### src/rtl/alu_exec_pkg.sv
// alu_exec_pkg: shared definitions for the ALU execution unit.
//   op_e    - operation encodings driven on the 'op' port.
//   state_e - sequencing FSM states of alu_exec_unit.
package alu_exec_pkg;

  typedef enum logic [1:0] {
    OP_ADD = 2'd0,
    OP_SUB = 2'd1,
    OP_AND = 2'd2,
    OP_OR  = 2'd3
  } op_e;

  typedef enum logic [2:0] {
    IDLE  = 3'd0,
    READ  = 3'd1,
    EXEC  = 3'd2,
    WRITE = 3'd3,
    DONE  = 3'd4
  } state_e;

endpackage

### src/rtl/alu_exec_rf.sv
// alu_exec_rf: small register file for the ALU execution unit.
//   i_clk, i_rst              - clock and synchronous active-high clear of all words
//   i_we, i_waddr, i_wdata    - synchronous write port
//   i_raddr_a / o_rdata_a     - combinational read port A
//   i_raddr_b / o_rdata_b     - combinational read port B
module alu_exec_rf
  import alu_exec_pkg::*;
#(
  parameter int unsigned WIDTH  = 8,
  parameter int unsigned AWIDTH = 2
) (
  input  logic              i_clk,
  input  logic              i_rst,
  input  logic              i_we,
  input  logic [AWIDTH-1:0] i_waddr,
  input  logic [WIDTH-1:0]  i_wdata,
  input  logic [AWIDTH-1:0] i_raddr_a,
  output logic [WIDTH-1:0]  o_rdata_a,
  input  logic [AWIDTH-1:0] i_raddr_b,
  output logic [WIDTH-1:0]  o_rdata_b
);

  localparam int unsigned DEPTH = 2 ** AWIDTH;

  logic [WIDTH-1:0] r_mem [DEPTH];

  always_ff @(posedge i_clk) begin
    if (i_rst) begin
      for (int i = 0; i < DEPTH; i++) begin
        r_mem[i] <= '0;
      end
    end else if (i_we) begin
      r_mem[i_waddr] <= i_wdata;
    end
  end

  assign o_rdata_a = r_mem[i_raddr_a];
  assign o_rdata_b = r_mem[i_raddr_b];

endmodule

### src/rtl/alu_exec_unit.sv
// alu_exec_unit: multi-cycle ALU operating on an internal register file.
//   clk, rst                    - clock, synchronous active-high reset
//   load, load_addr, load_data  - external RF write (honoured only in IDLE)
//   start, op                   - launch one ADD/SUB/AND/OR operation
//   a_addr, b_addr, c_addr      - operand A, operand B and destination addresses
//   busy, done                  - in-flight flag and one-cycle completion pulse
//   result, carry_out, zero     - last completed result and flags
//   op_count                    - completed operations, modulo 256
// Sequence: IDLE -> READ -> EXEC -> WRITE -> DONE -> IDLE.
module alu_exec_unit
  import alu_exec_pkg::*;
#(
  parameter int unsigned WIDTH  = 8,
  parameter int unsigned AWIDTH = 2
) (
  input  logic              clk,
  input  logic              rst,
  input  logic              load,
  input  logic [AWIDTH-1:0] load_addr,
  input  logic [WIDTH-1:0]  load_data,
  input  logic              start,
  input  logic [1:0]        op,
  input  logic [AWIDTH-1:0] a_addr,
  input  logic [AWIDTH-1:0] b_addr,
  input  logic [AWIDTH-1:0] c_addr,
  output logic              busy,
  output logic              done,
  output logic [WIDTH-1:0]  result,
  output logic              carry_out,
  output logic              zero,
  output logic [7:0]        op_count
);

  state_e            r_state;
  state_e            w_state_next;
  op_e               r_op;
  logic [AWIDTH-1:0] r_a_addr;
  logic [AWIDTH-1:0] r_b_addr;
  logic [AWIDTH-1:0] r_c_addr;
  logic [WIDTH-1:0]  r_opnd_a;
  logic [WIDTH-1:0]  r_opnd_b;
  logic [WIDTH-1:0]  r_result;
  logic              r_carry;
  logic              r_zero;
  logic [7:0]        r_op_count;

  logic              w_rf_we;
  logic [AWIDTH-1:0] w_rf_waddr;
  logic [WIDTH-1:0]  w_rf_wdata;
  logic [WIDTH-1:0]  w_rdata_a;
  logic [WIDTH-1:0]  w_rdata_b;
  logic [WIDTH:0]    w_alu;
  logic              w_accept;

  // Load has priority over start in IDLE.
  assign w_accept = (r_state == IDLE) && start && !load;

  // Shared write port: external load in IDLE, ALU result in WRITE.
  always_comb begin
    w_rf_we    = 1'b0;
    w_rf_waddr = load_addr;
    w_rf_wdata = load_data;
    if (r_state == WRITE) begin
      w_rf_we    = 1'b1;
      w_rf_waddr = r_c_addr;
      w_rf_wdata = r_result;
    end else if (r_state == IDLE) begin
      w_rf_we = load;
    end
  end

  alu_exec_rf #(
    .WIDTH (WIDTH),
    .AWIDTH(AWIDTH)
  ) u_rf (
    .i_clk    (clk),
    .i_rst    (rst),
    .i_we     (w_rf_we),
    .i_waddr  (w_rf_waddr),
    .i_wdata  (w_rf_wdata),
    .i_raddr_a(r_a_addr),
    .o_rdata_a(w_rdata_a),
    .i_raddr_b(r_b_addr),
    .o_rdata_b(w_rdata_b)
  );

  // One extra bit: carry for ADD, borrow (A < B) for SUB.
  always_comb begin
    w_alu = '0;
    unique case (r_op)
      OP_ADD: w_alu = {1'b0, r_opnd_a} + {1'b0, r_opnd_b};
      OP_SUB: w_alu = {1'b0, r_opnd_a} - {1'b0, r_opnd_b};
      OP_AND: w_alu = {1'b0, r_opnd_a & r_opnd_b};
      OP_OR:  w_alu = {1'b0, r_opnd_a | r_opnd_b};
      default: w_alu = '0;
    endcase
  end

  always_comb begin
    w_state_next = r_state;
    case (r_state)
      IDLE:    if (w_accept) w_state_next = READ;
      READ:    w_state_next = EXEC;
      EXEC:    w_state_next = WRITE;
      WRITE:   w_state_next = DONE;
      DONE:    w_state_next = IDLE;
      default: w_state_next = IDLE;
    endcase
  end

  always_ff @(posedge clk) begin
    if (rst) begin
      r_state    <= IDLE;
      r_op       <= OP_ADD;
      r_a_addr   <= '0;
      r_b_addr   <= '0;
      r_c_addr   <= '0;
      r_opnd_a   <= '0;
      r_opnd_b   <= '0;
      r_result   <= '0;
      r_carry    <= 1'b0;
      r_zero     <= 1'b0;
      r_op_count <= '0;
    end else begin
      r_state <= w_state_next;
      if (w_accept) begin
        r_op     <= op_e'(op);
        r_a_addr <= a_addr;
        r_b_addr <= b_addr;
        r_c_addr <= c_addr;
      end
      if (r_state == READ) begin
        r_opnd_a <= w_rdata_a;
        r_opnd_b <= w_rdata_b;
      end
      if (r_state == EXEC) begin
        r_result <= w_alu[WIDTH-1:0];
        r_carry  <= w_alu[WIDTH];
        r_zero   <= (w_alu[WIDTH-1:0] == '0);
      end
      if (r_state == WRITE) begin
        r_op_count <= r_op_count + 8'd1;
      end
    end
  end

  assign busy      = (r_state != IDLE);
  assign done      = (r_state == DONE);
  assign result    = r_result;
  assign carry_out = r_carry;
  assign zero      = r_zero;
  assign op_count  = r_op_count;

endmodule

### config.mk
export PLATFORM = sky130hd
export DESIGN_NAME = alu_exec_unit
export DESIGN_NICKNAME = d
export VERILOG_FILES = /design/src/rtl/alu_exec_pkg.sv /design/src/rtl/alu_exec_rf.sv /design/src/rtl/alu_exec_unit.sv
export SDC_FILE = /design/constraint.sdc
export NUM_CORES = 1
export LEC_CHECK = 0
export BUFFER_PORTS_ARGS = -buffer_cell sky130_fd_sc_hd__clkbuf_2
export CORE_UTILIZATION = 54
export CTS_CLUSTER_SIZE = 40
export DETAILED_ROUTE_END_ITERATION = 10
export MAX_ROUTING_LAYER = met4
export PLACE_DENSITY_LB_ADDON = 0.15
export SETUP_SLACK_MARGIN = 0.1
export SKIP_LAST_GASP = 1
export SLEW_MARGIN = 20
export SYNTH_ARGS = -nofsm -noshare
export SYNTH_HDL_FRONTEND = slang
export SYNTH_SLANG_ARGS = --single-unit
export TNS_END_PERCENT = 30
### constraint.sdc
create_clock -name clk -period 2.45 [get_ports clk]
set_input_delay 0.3675 -clock clk [delete_from_list [all_inputs] [get_ports clk]]
set_output_delay 0.3675 -clock clk [all_outputs]
set_load 0.05 [all_outputs]
== Word-level counts from Yosys, hierarchy flattened ==
Memory sizes are Yosys's and may differ from the RTL's. A register that Yosys moved wholly into a read port is not among the register bits.
Index checks and enable logic that the tools add are counted.
Word-level totals
  flip-flop bits (word level): 29
  memory bits (writable): 32
  bits of input ports: 22
  output and inout bits: 20
  word-level logic and storage cells: 46
  memories kept: 1
Memory list
  u_rf.r_mem: words 4, bits a word 8, rd ports 2, clocked after Yosys merged registers in 2, wr ports 4, RTL line alu_exec_rf.sv:25  | logic [WIDTH-1:0] r_mem [DEPTH];
Cells by class
  $add $sub $neg: 3
  equal/unequal tests: 8
  muxes and demuxes: 15
  bitwise operators: 2
  reduce and logical (&&, ||, !) cells: 8
Operators with widths (count)
  $pmux W9 S4: 1
  $mux W8: 2
  $pmux W3 S4: 1
  $add A8 B8 Y9: 1
  $sub A8 B8 Y9: 1
  $add A8 B1 Y8 const B: 1
  $and A8 B8 Y8: 1
  $logic_not A8 Y1: 1
  $mux W1: 8
  $or A8 B8 Y8: 1
  $reduce_or A8 Y1: 1
  $eq A3 B2 Y1 const B: 2
  $eq A2 B2 Y1 const B: 2
  $mux W2: 2
  $eq A3 B1 Y1 const B: 1
  $eq A3 B3 Y1 const B: 1
  $logic_not A3 Y1: 1
  $mux W3: 1
  $reduce_bool A3 Y1: 1
  $eq A2 B1 Y1 const B: 1
  $logic_and A1 B1 Y1: 2
  $logic_not A2 Y1: 1
  $ne A2 B2 Y1 const B: 1
  $logic_not A1 Y1: 1

== Longest topological paths before layout ==
Gate-level depths: netlist (run 1).
  word-level depth: 8
  gate-level depth with buffers: 12
  depth with buffers taken out: 12

== Hierarchy ==
Synthesis (run 1) repeated with hierarchy kept, for this count alone.
Unflattened totals
  cell total of the unflattened synthesis: 417
  area, all modules: 4154.0 µm²
Modules (own cells, without submodules)
  alu_exec_unit: times used 1, cells each 323, area each 2482.4 µm², seq. area each 900.9 µm²
  alu_exec_rf: times used 1, cells each 94, area each 1671.6 µm², seq. area each 960.9 µm²

== Worst setup path after synthesis (run 1) ==
Ideal clock, no wire load.
  path kind: reg-to-reg
  start: register r_op[1]
  end: register r_carry (netlist: carry_out)
  setup time: 70 ps
  arrival time: 2487 ps
  required time: 2380 ps
  path slack: -107 ps
  stages on the path, launching flop included: 13
  path buffers: 2
  period minus slack after synthesis: 2557 ps
  path through: dfxtp_1 > buf_2 > buf_2 > nor2b_1 > nor2_1 > xnor2_1 > ha_1 > a21oi_1 > o211ai_2 > o41ai_1 > xor2_1 > or3_1 > a21oi_1
Between the ends
  cells in the longest elaborated chain, start to end: 2
  elaborated cells on any way between the ends: 5
  those cells by class: 3 x eq/ne; 1 x mux; 1 x reduce/logical
Ends and longest elaborated chain
  start, declared: RTL line alu_exec_unit.sv:36  | op_e r_op;
  start signal, assigned: RTL line alu_exec_unit.sv:127  | r_op <= op_e'(op);
  $eq A2 B2 Y1, or another cell as far along: RTL line alu_exec_unit.sv:90  | unique case (r_op)
  $pmux W9 S4 (*): RTL line alu_exec_unit.sv:90
  end signal, assigned: RTL line alu_exec_unit.sv:138  | r_carry <= w_alu[WIDTH];
  end, declared: RTL line alu_exec_unit.sv:43  | logic r_carry;
Mark *: on every way between the ends. The rest lies on a longest branch, timed or not.
A chain may end at the register's enable or synchronous reset.

== Worst setup path in the final report (run 1) ==
  start: register r_opnd_b[1] (read register of u_rf.r_mem)
  end: register r_carry (netlist: carry_out)
Between the ends
  cells in the longest elaborated chain, start to end: 2
  elaborated cells on any way between the ends: 3
  those cells by class: 2 x add/sub; 1 x mux
Ends and longest elaborated chain
  start, declared: RTL line alu_exec_unit.sv:41  | logic [WIDTH-1:0] r_opnd_b;
  $sub A8 B8 Y9 / $add A8 B8 Y9 (equally long branches): RTL line alu_exec_unit.sv:92, alu_exec_unit.sv:91
  $pmux W9 S4 (*): RTL line alu_exec_unit.sv:90
Marked as above.

==> results of run 1 <==
metal layers:
metal | up-vias | part of all wire | GRT usage
li1 | 1561 | - | -
met1 | 1516 | 0.45 | 0.310
met2 | 72 | 0.49 | 0.402
met3 | 11 | 0.036 | 0.0419
met4 | 0 | 0.016 | 0.0939
met5 | - | 0 | -
cells in the final DEF, fill, tap and decap left out, types with 9 or more instances in the layout:
cell | Yosys | layout
nor2_1 | 61 | 60
nand2_1 | 46 | 46
dfxtp_1 | 45 | 41
clkbuf_2 | 0 | 41
edfxtp_1 | 32 | 32
a21oi_1 | 26 | 25
buf_4 | 2 | 18
mux4_2 | 16 | 16
nor2_2 | 11 | 12
mux2i_1 | 12 | 11
xor2_1 | 9 | 9
ha_1 | 12 | 9
clkbuf_8 | 0 | 9
power by group:
part	total [mW]	switching (mW)	leakage [nW]	internal (mW)
combinational	0.812	0.443	1.09	0.369
sequential	1.49	0.0802	0.700	1.41
clock	1.04	0.469	0.103	0.567
total	3.34	0.992	1.90	2.34
critical path: cells and delay by family (launching register included):
| family | cells | cell delay, ns |
|---|---|---|
| flip-flops | 1 | 0.37 |
| adder cells (fa/ha/maj) | 2 | 0.64 |
| multiplexers | 1 | 0.07 |
| AO/OA/AOI/OAI | 4 | 0.68 |
| XOR/XNOR | 1 | 0.10 |
| AND/OR/NAND/NOR | 1 | 0.31 |
| buffers and inverters | 2 | 0.19 |
logic make-up (layout without fill, tap and decap cells):
family,after synthesis,in the layout,share of synthesized area
fa+ha+maj,17,17,0.0491
buf+inv,37,86,0.0415
xor+xnor,17,17,0.0348
mux,36,36,0.152
compound gates,65,65,0.105
flops,77,77,0.435
simple gates,165,165,0.182
repair_timing:
action                                 4_1_cts  5_1_grt
endpoints found under the hold margin        0        0
buffers inserted                             4        1
gates resized for setup                     17        0
setup endpoints to repair                    3        5
pin swaps                                   13        5
registers in the layout, indices dropped and copies added, names as in the netlist:
signal,count
r_opnd_b,8
r_a_addr,2
r_op,2
u_rf.r_mem,32
r_opnd_a,8
op_count,8
r_c_addr,2
r_b_addr,2
zero,1
carry_out,1
result,8
r_state,3
metrics by stage:
stage / setup TNS [ns] / instances / power (mW) / instance area, sq um / hold slack (ns)
after floorplan: 0 / 414 / 2.10 / 4320 / 0.450
after global placement: 0 / 544 / 2.25 / 4600 / 0.456
after detailed placement: -0.0455 / 544 / 2.27 / 4600 / 0.468
after CTS: 0 / 564 / 3.34 / 4920 / 0.244
after global routing: -0.276 / 565 / 3.49 / 4930 / 0.253
final: 0 / 565 / 3.34 / 4930 / 0.254
final cells by class:
cell class / count / area share
tap: 102 / 0.0259
timing repair buffer: 60 / 0.0731
sequential: 77 / 0.379
clock buffer: 9 / 0.0251
multi-input combinational: 300 / 0.471
clock inverter: 7 / 0.0183
inverter: 10 / 0.00761
how the worst max path moves through the flow:
stage | startpoint | to | cells after the start
6_report | r_opnd_b[1] | carry_out | 11
5_1_grt | r_opnd_b[1] | carry_out | 11
3_3_place_gp | r_opnd_b[1] | zero | 10
3_5_place_dp | r_opnd_b[1] | zero | 10
4_1_cts | r_opnd_b[1] | zero | 10
2_1_floorplan | r_op[0] | carry_out | 10
==> results.md, run 1 <==
* Status: complete, no violations
* FF-to-FF path depth at 11
* R2R Setup Slk at between 0.02 and 0.03 ns
* Layout Utilization at 0.641
* Final setup viols at 0
* Primary FF master, synth: dfxtp_1
* Critical-path cell list: inv_2 -> ha_4 -> mux2i_4 -> buf_4 -> fa_2 -> a21oi_2 -> o211ai_2 -> o41ai_2 -> xor2_1 -> or3_1 -> a21oi_1
* Starting DRT DRC Count at 157
* Htree depth at 3
* Final-report hold violation count at 0
* Most instantiated cells after synthesis: nor2_1, nand2_1, dfxtp_1
* Rows at 32
* Setup Skew at approximately 0.015 ns
* Clk root buf: clkbuf_8
* Final Routed Wirelength at approximately 9200 microns
* DRC errors left at 0
* Antenna violations before repair at 0
* IO Port Bufs at 41
* Die area at 0.00828 sq mm
* Post-synth ARST share at 0
* Worst vdd ir at between 0.4 and 0.5 mV
* Die height at 91.0 microns
* CTS buffer count at 9
* Placeable Area at just under 0.008 sq mm
* ANT nets after route at 0
* RSZ-0062 raised after global routing: true
* Chip Width at 91.0 microns
* Synth Net Count at between 400 and 500
* Filler cells at 652
* Total GRT Usage at 0.247
* Synth warn at 0
* Startpoint types: register
* Gate Count Post-Synth at a little over 400
* Post-synth cell types at 61
* P&R area growth vs syn at 15.2%
* Top post-synthesis cells by area: edfxtp_1, dfxtp_1, mux4_2
* Reg2reg end: carry_out
* Initial Util at 0.556
* CTS tree: yes
* Clock buffer depth at 2
* Via count at between 3000 and 4000
* Hold buffer count at cts at 0
* Gpl congestion at 0.868
* Post-DP HPWL at 6840 microns
* Hold depth at 3
* Worst stage delay on the critical path at around 0.38 ns
* HP Start: op[0]
* Reg area at 0.00187 sq mm
* MaxCap Viol Count at 0
* Pre-Repair DR Iteration Count at 4
* Fmax at 0.413 GHz
* Hold EP: r_op[0]
* Most common cell in the synthesized netlist: nor2_1
* Fin. max-slew vios at 0
* Sinks on Clock Net at 77
* Syn Std Cell Area at 0.00428 sq mm
* Worst EP arrival at 2.70 ns
* Yosys reg bits at 77
* Reg clk slew, reported paths at 0.08 ns
* CP required at ~2.7 ns
* Top-area cell type share of the netlist area at 0.225
* Fin crit share at 0.989
* Number of global-route vias before repair at 3148
* Nets at 493
* Slowest CP cell: fa_2
* Gr ovfl total at 0
* Slew headroom at 0.615
* EDFF count, synth at 32
* Crit Path Max Fanout at 3
* Vias per inst at 5.59
* Pre-CTS setup slack at -0.0455 ns
* Largest net degree at the start of global routing at 51
* Multi-input logic area at 0.00232 sq mm
* Yosys top cell by area: edfxtp_1
* Worst skew pair latency at 0.35 ns
* ANT cells at 0
* PwrDens at between 600 and 700 mW/mm^2
* Crit Path Class: reg2reg
* Routed wire per std cell at roughly 16 microns
* Worst R2R Start: r_opnd_b[1]
* Sequential share of the synthesized area at 0.435
* Number of I/O pins at 42
* Slew of the pin with the lowest slew margin at just under 0.6 ns
* Worst Hold Class: in2reg
* Share of layout cells above drive strength 1 at 0.305
* Worst Setup End Kind: register
* Fin crit period at ~2.4 ns
* Worst setup margin at about 0.026 ns
* First-pass GRT wire length at 15300 microns
* Synth Area per Inst at 10.3 sq um
* LEAKAGE at around 1.9 nW
Power figures use the tool's default switching activity.
==> inputs of run 2 (changes only) <==
CORE_MARGIN = 2   (was default)
==> run 2 against run 1 <==
  * Non-clock buffer count increased by 4
  * Clock skew increased by 0.0018 ns
  * Maximum frequency increased by 1.2%
  * First-iteration DRC count decreased by 2.5%
  * Sequential share of layout area decreased by 0.41 points
  * Core utilization increased by 0.70 points
  * Worst setup slack improved by 0.029 ns
  * Highest routed layer unchanged
  * Register-to-register slack improved by 0.03 ns
==> results.md, run 2 (synthesis results as in run 1) <==
* Status: complete, no violations (unchanged)
* Die height at 93.0 microns (was 91.0 microns)
* ANT cells at 0 (unchanged)
* Gr ovfl total at 0 (unchanged)
* Worst EP arrival at 2.68 ns (was 2.70 ns)
* Worst R2R Start: r_opnd_b[1] (unchanged)
* Final setup viols at 0 (unchanged)
* Worst path bufs/invs at 3 (was 2)
* Hold buffer count at cts at 0 (unchanged)
* Worst setup path startpoint: r_opnd_b[1] (unchanged)
* Post-DP HPWL at 6950 microns (was 6840 microns)
* First-pass GRT wire length at 15200 microns (was 15300 microns)
* Reg2reg end: zero (was carry_out)
* DRC errors left at 0 (unchanged)
* Worst stage delay on the critical path at 0.37 ns (was 0.38 ns)
* Chip Width at 93.0 microns (was 91.0 microns)
* Filler cells at 652 (unchanged)
* Met2 routed WL at 4570 microns (was 4550 microns)
* Sinks on Clock Net at 77 (unchanged)
* CTS tree: yes (unchanged)
* ANT nets after route at 0 (unchanged)
* Worst vdd ir at 0.390 mV (was 0.426 mV)
* CP required at 2.74 ns (was 2.73 ns)
* Slew headroom at 0.522 (was 0.615)
* Startpoint types: register (unchanged)
* Routed wire per std cell at 16.1 microns (was 16.3 microns)
* Commonest cells after routing, fill and taps aside: nor2_1, nand2_1, dfxtp_1, clkbuf_2, edfxtp_1 (unchanged)
* PwrDens at 685 mW/mm^2 (was 677 mW/mm^2)
* Slowest CP cell: fa_2 (unchanged)
* Worst skew pair latency at 0.35 ns (about the same)
* Number of global-route vias before repair at 3094 (was 3148)
* Top reg by flops: u_rf.r_mem (unchanged)
* Fmax at 0.418 GHz (was 0.413 GHz)
* RSZ-0062 raised after global routing: true (unchanged)
* Worst Setup End Kind: register (unchanged)
* MaxCap Viol Count at 0 (unchanged)
* Nets at 497 (was 493)
* CTS buffer count at 9 (unchanged)
* Via count at 3162 (was 3160)
* Critical-path cell list: inv_1 -> ha_4 -> mux2i_4 -> buf_6 -> fa_2 -> buf_4 -> xnor2_1 -> o22a_1 -> nand2_1 -> nor3_1 -> and4_1 -> a31o_1 (was inv_2 -> ha_4 -> mux2i_4 -> buf_4 -> fa_2 -> a21oi_2 -> o211ai_2 -> o41ai_2 -> xor2_1 -> or3_1 -> a21oi_1)
* Starting DRT DRC Count at 153 (was 157)
* Max reg flops at 32 (unchanged)
* R2R Setup Slk at 0.06 ns (was 0.03 ns)
* Hold depth at 3 (unchanged)
* Crit Path Max Fanout at 2 (was 3)
* Fin crit share at 0.978 (was 0.989)
* Htree depth at 3 (unchanged)
* Cell count along the critical path at 12 (was 11)
* Initial Util at 0.556 (unchanged)
* Clk root buf: clkbuf_8 (unchanged)
* Pre-Repair DR Iteration Count at 4 (unchanged)
* CP Capture Point: zero (was carry_out)
* Antenna violations before repair at 0 (unchanged)
* Reg clk slew, reported paths at 0.09 ns (was 0.08 ns)
* Final-report hold violation count at 0 (unchanged)
* Share of layout cells above drive strength 1 at 0.310 (was 0.305)
* Vias per inst at 5.56 (was 5.59)
* Setup Skew at 0.0166 ns (was 0.0148 ns)
* Reg area at 0.00187 sq mm (unchanged)
* Worst Hold Class: in2reg (unchanged)
* IO Port Bufs at 41 (unchanged)
* Met3 routed WL at 231 microns (was 331 microns)
* HP Start: c_addr[1] (was op[0])
* M1 wire length at 4230 microns (was 4180 microns)
* FF-to-FF path depth at 12 (was 11)
* Layout Utilization at 0.648 (was 0.641)
* Commonest non-fill, non-tap cell in the layout: nor2_1 (unchanged)
* Total power at 3.41 mW (was 3.34 mW)
* Largest net degree at the start of global routing at 51 (unchanged)
* Final Routed Wirelength at 9140 microns (was 9210 microns)
* Delay-heaviest family, CP: adder cells (was compound AO/OA/AOI/OAI gates)
* Fin. max-slew vios at 0 (unchanged)
* Placeable Area at 0.00769 sq mm (unchanged)
* Die area at 0.00865 sq mm (was 0.00828 sq mm)
* Top routing layer in use: met4 (unchanged)
* Gpl congestion at 0.897 (was 0.868)
* P&R area growth vs syn at 16.5% (was 15.2%)
* Number of I/O pins at 42 (unchanged)
* Clock buffer depth at 2 (unchanged)
* LEAKAGE at 1.93 nW (was 1.90 nW)
* Total GRT Usage at 0.236 (was 0.247)
* Crit Path Class: reg2reg (unchanged)
* Rows at 32 (unchanged)
* Slew of the pin with the lowest slew margin at 0.713 ns (was 0.577 ns)
* Multi-input logic area at 0.00232 sq mm (about the same)
* Fin crit period at 2.39 ns (was 2.42 ns)
-- run 2: area by class of cell --
class / count / area share
well taps: 102 / 0.0256
multi-input cells: 300 / 0.465
repair buffers: 64 / 0.0791
clock buffers: 11 / 0.0306
flip-flops and latches: 77 / 0.375
inverters: 10 / 0.00753
clock inverters: 5 / 0.0166
-- run 2: power by group --
group,total (mW),switching [mW],internal [mW]
sequential,1.48,0.0767,1.41
clock,1.11,0.469,0.638
combinational,0.822,0.446,0.376
total,3.41,0.991,2.42
-- run 2: repair_timing --
| item | in CTS | in global routing |
|---|---|---|
| gates resized for setup | 10 | 7 |
| setup endpoints to repair | 3 | 6 |
| pin swaps | 10 | 13 |
| endpoints found under the hold margin | 0 | 0 |
| setup buffers | 6 | 3 |
-- run 2: worst min path at each step --
stage	to
after floorplan	r_opnd_a[4]
after global placement	carry_out
after detailed placement	carry_out
after CTS	r_c_addr[1]
after global routing	r_c_addr[1]
final	r_c_addr[1]
-- run 2: through the flow --
stage	cell area, sq um	std cells	hold WS, ns	TNS [ns]	setup slack (ns)
finish	4980	569	0.247	0	0.0550
global route	4980	569	0.260	-0.137	-0.0629
CTS	4930	567	0.237	-0.0154	-0.0129
detailed placement	4620	545	0.464	-0.0299	-0.0299
global placement	4620	545	0.455	0	0.0164
floorplan	4320	414	0.450	0	0.0928
-- run 2: layer usage --
metal | global-route usage | up-vias
li1 | - | 1570
met1 | 0.299 | 1532
met2 | 0.386 | 48
met3 | 0.0363 | 12
met4 | 0.0882 | 0
met5 | - | -
-- run 2: worst register-to-register path, stage by stage, from the launching register on --
cell and delay (ns):
dfxtp_4 0.34, inv_1 0.05, ha_4 0.27, mux2i_4 0.07
buf_6 0.12, fa_2 0.37, buf_4 0.15, xnor2_1 0.16
o22a_1 0.20, nand2_1 0.06, nor3_1 0.20, and4_1 0.23
a31o_1 0.13
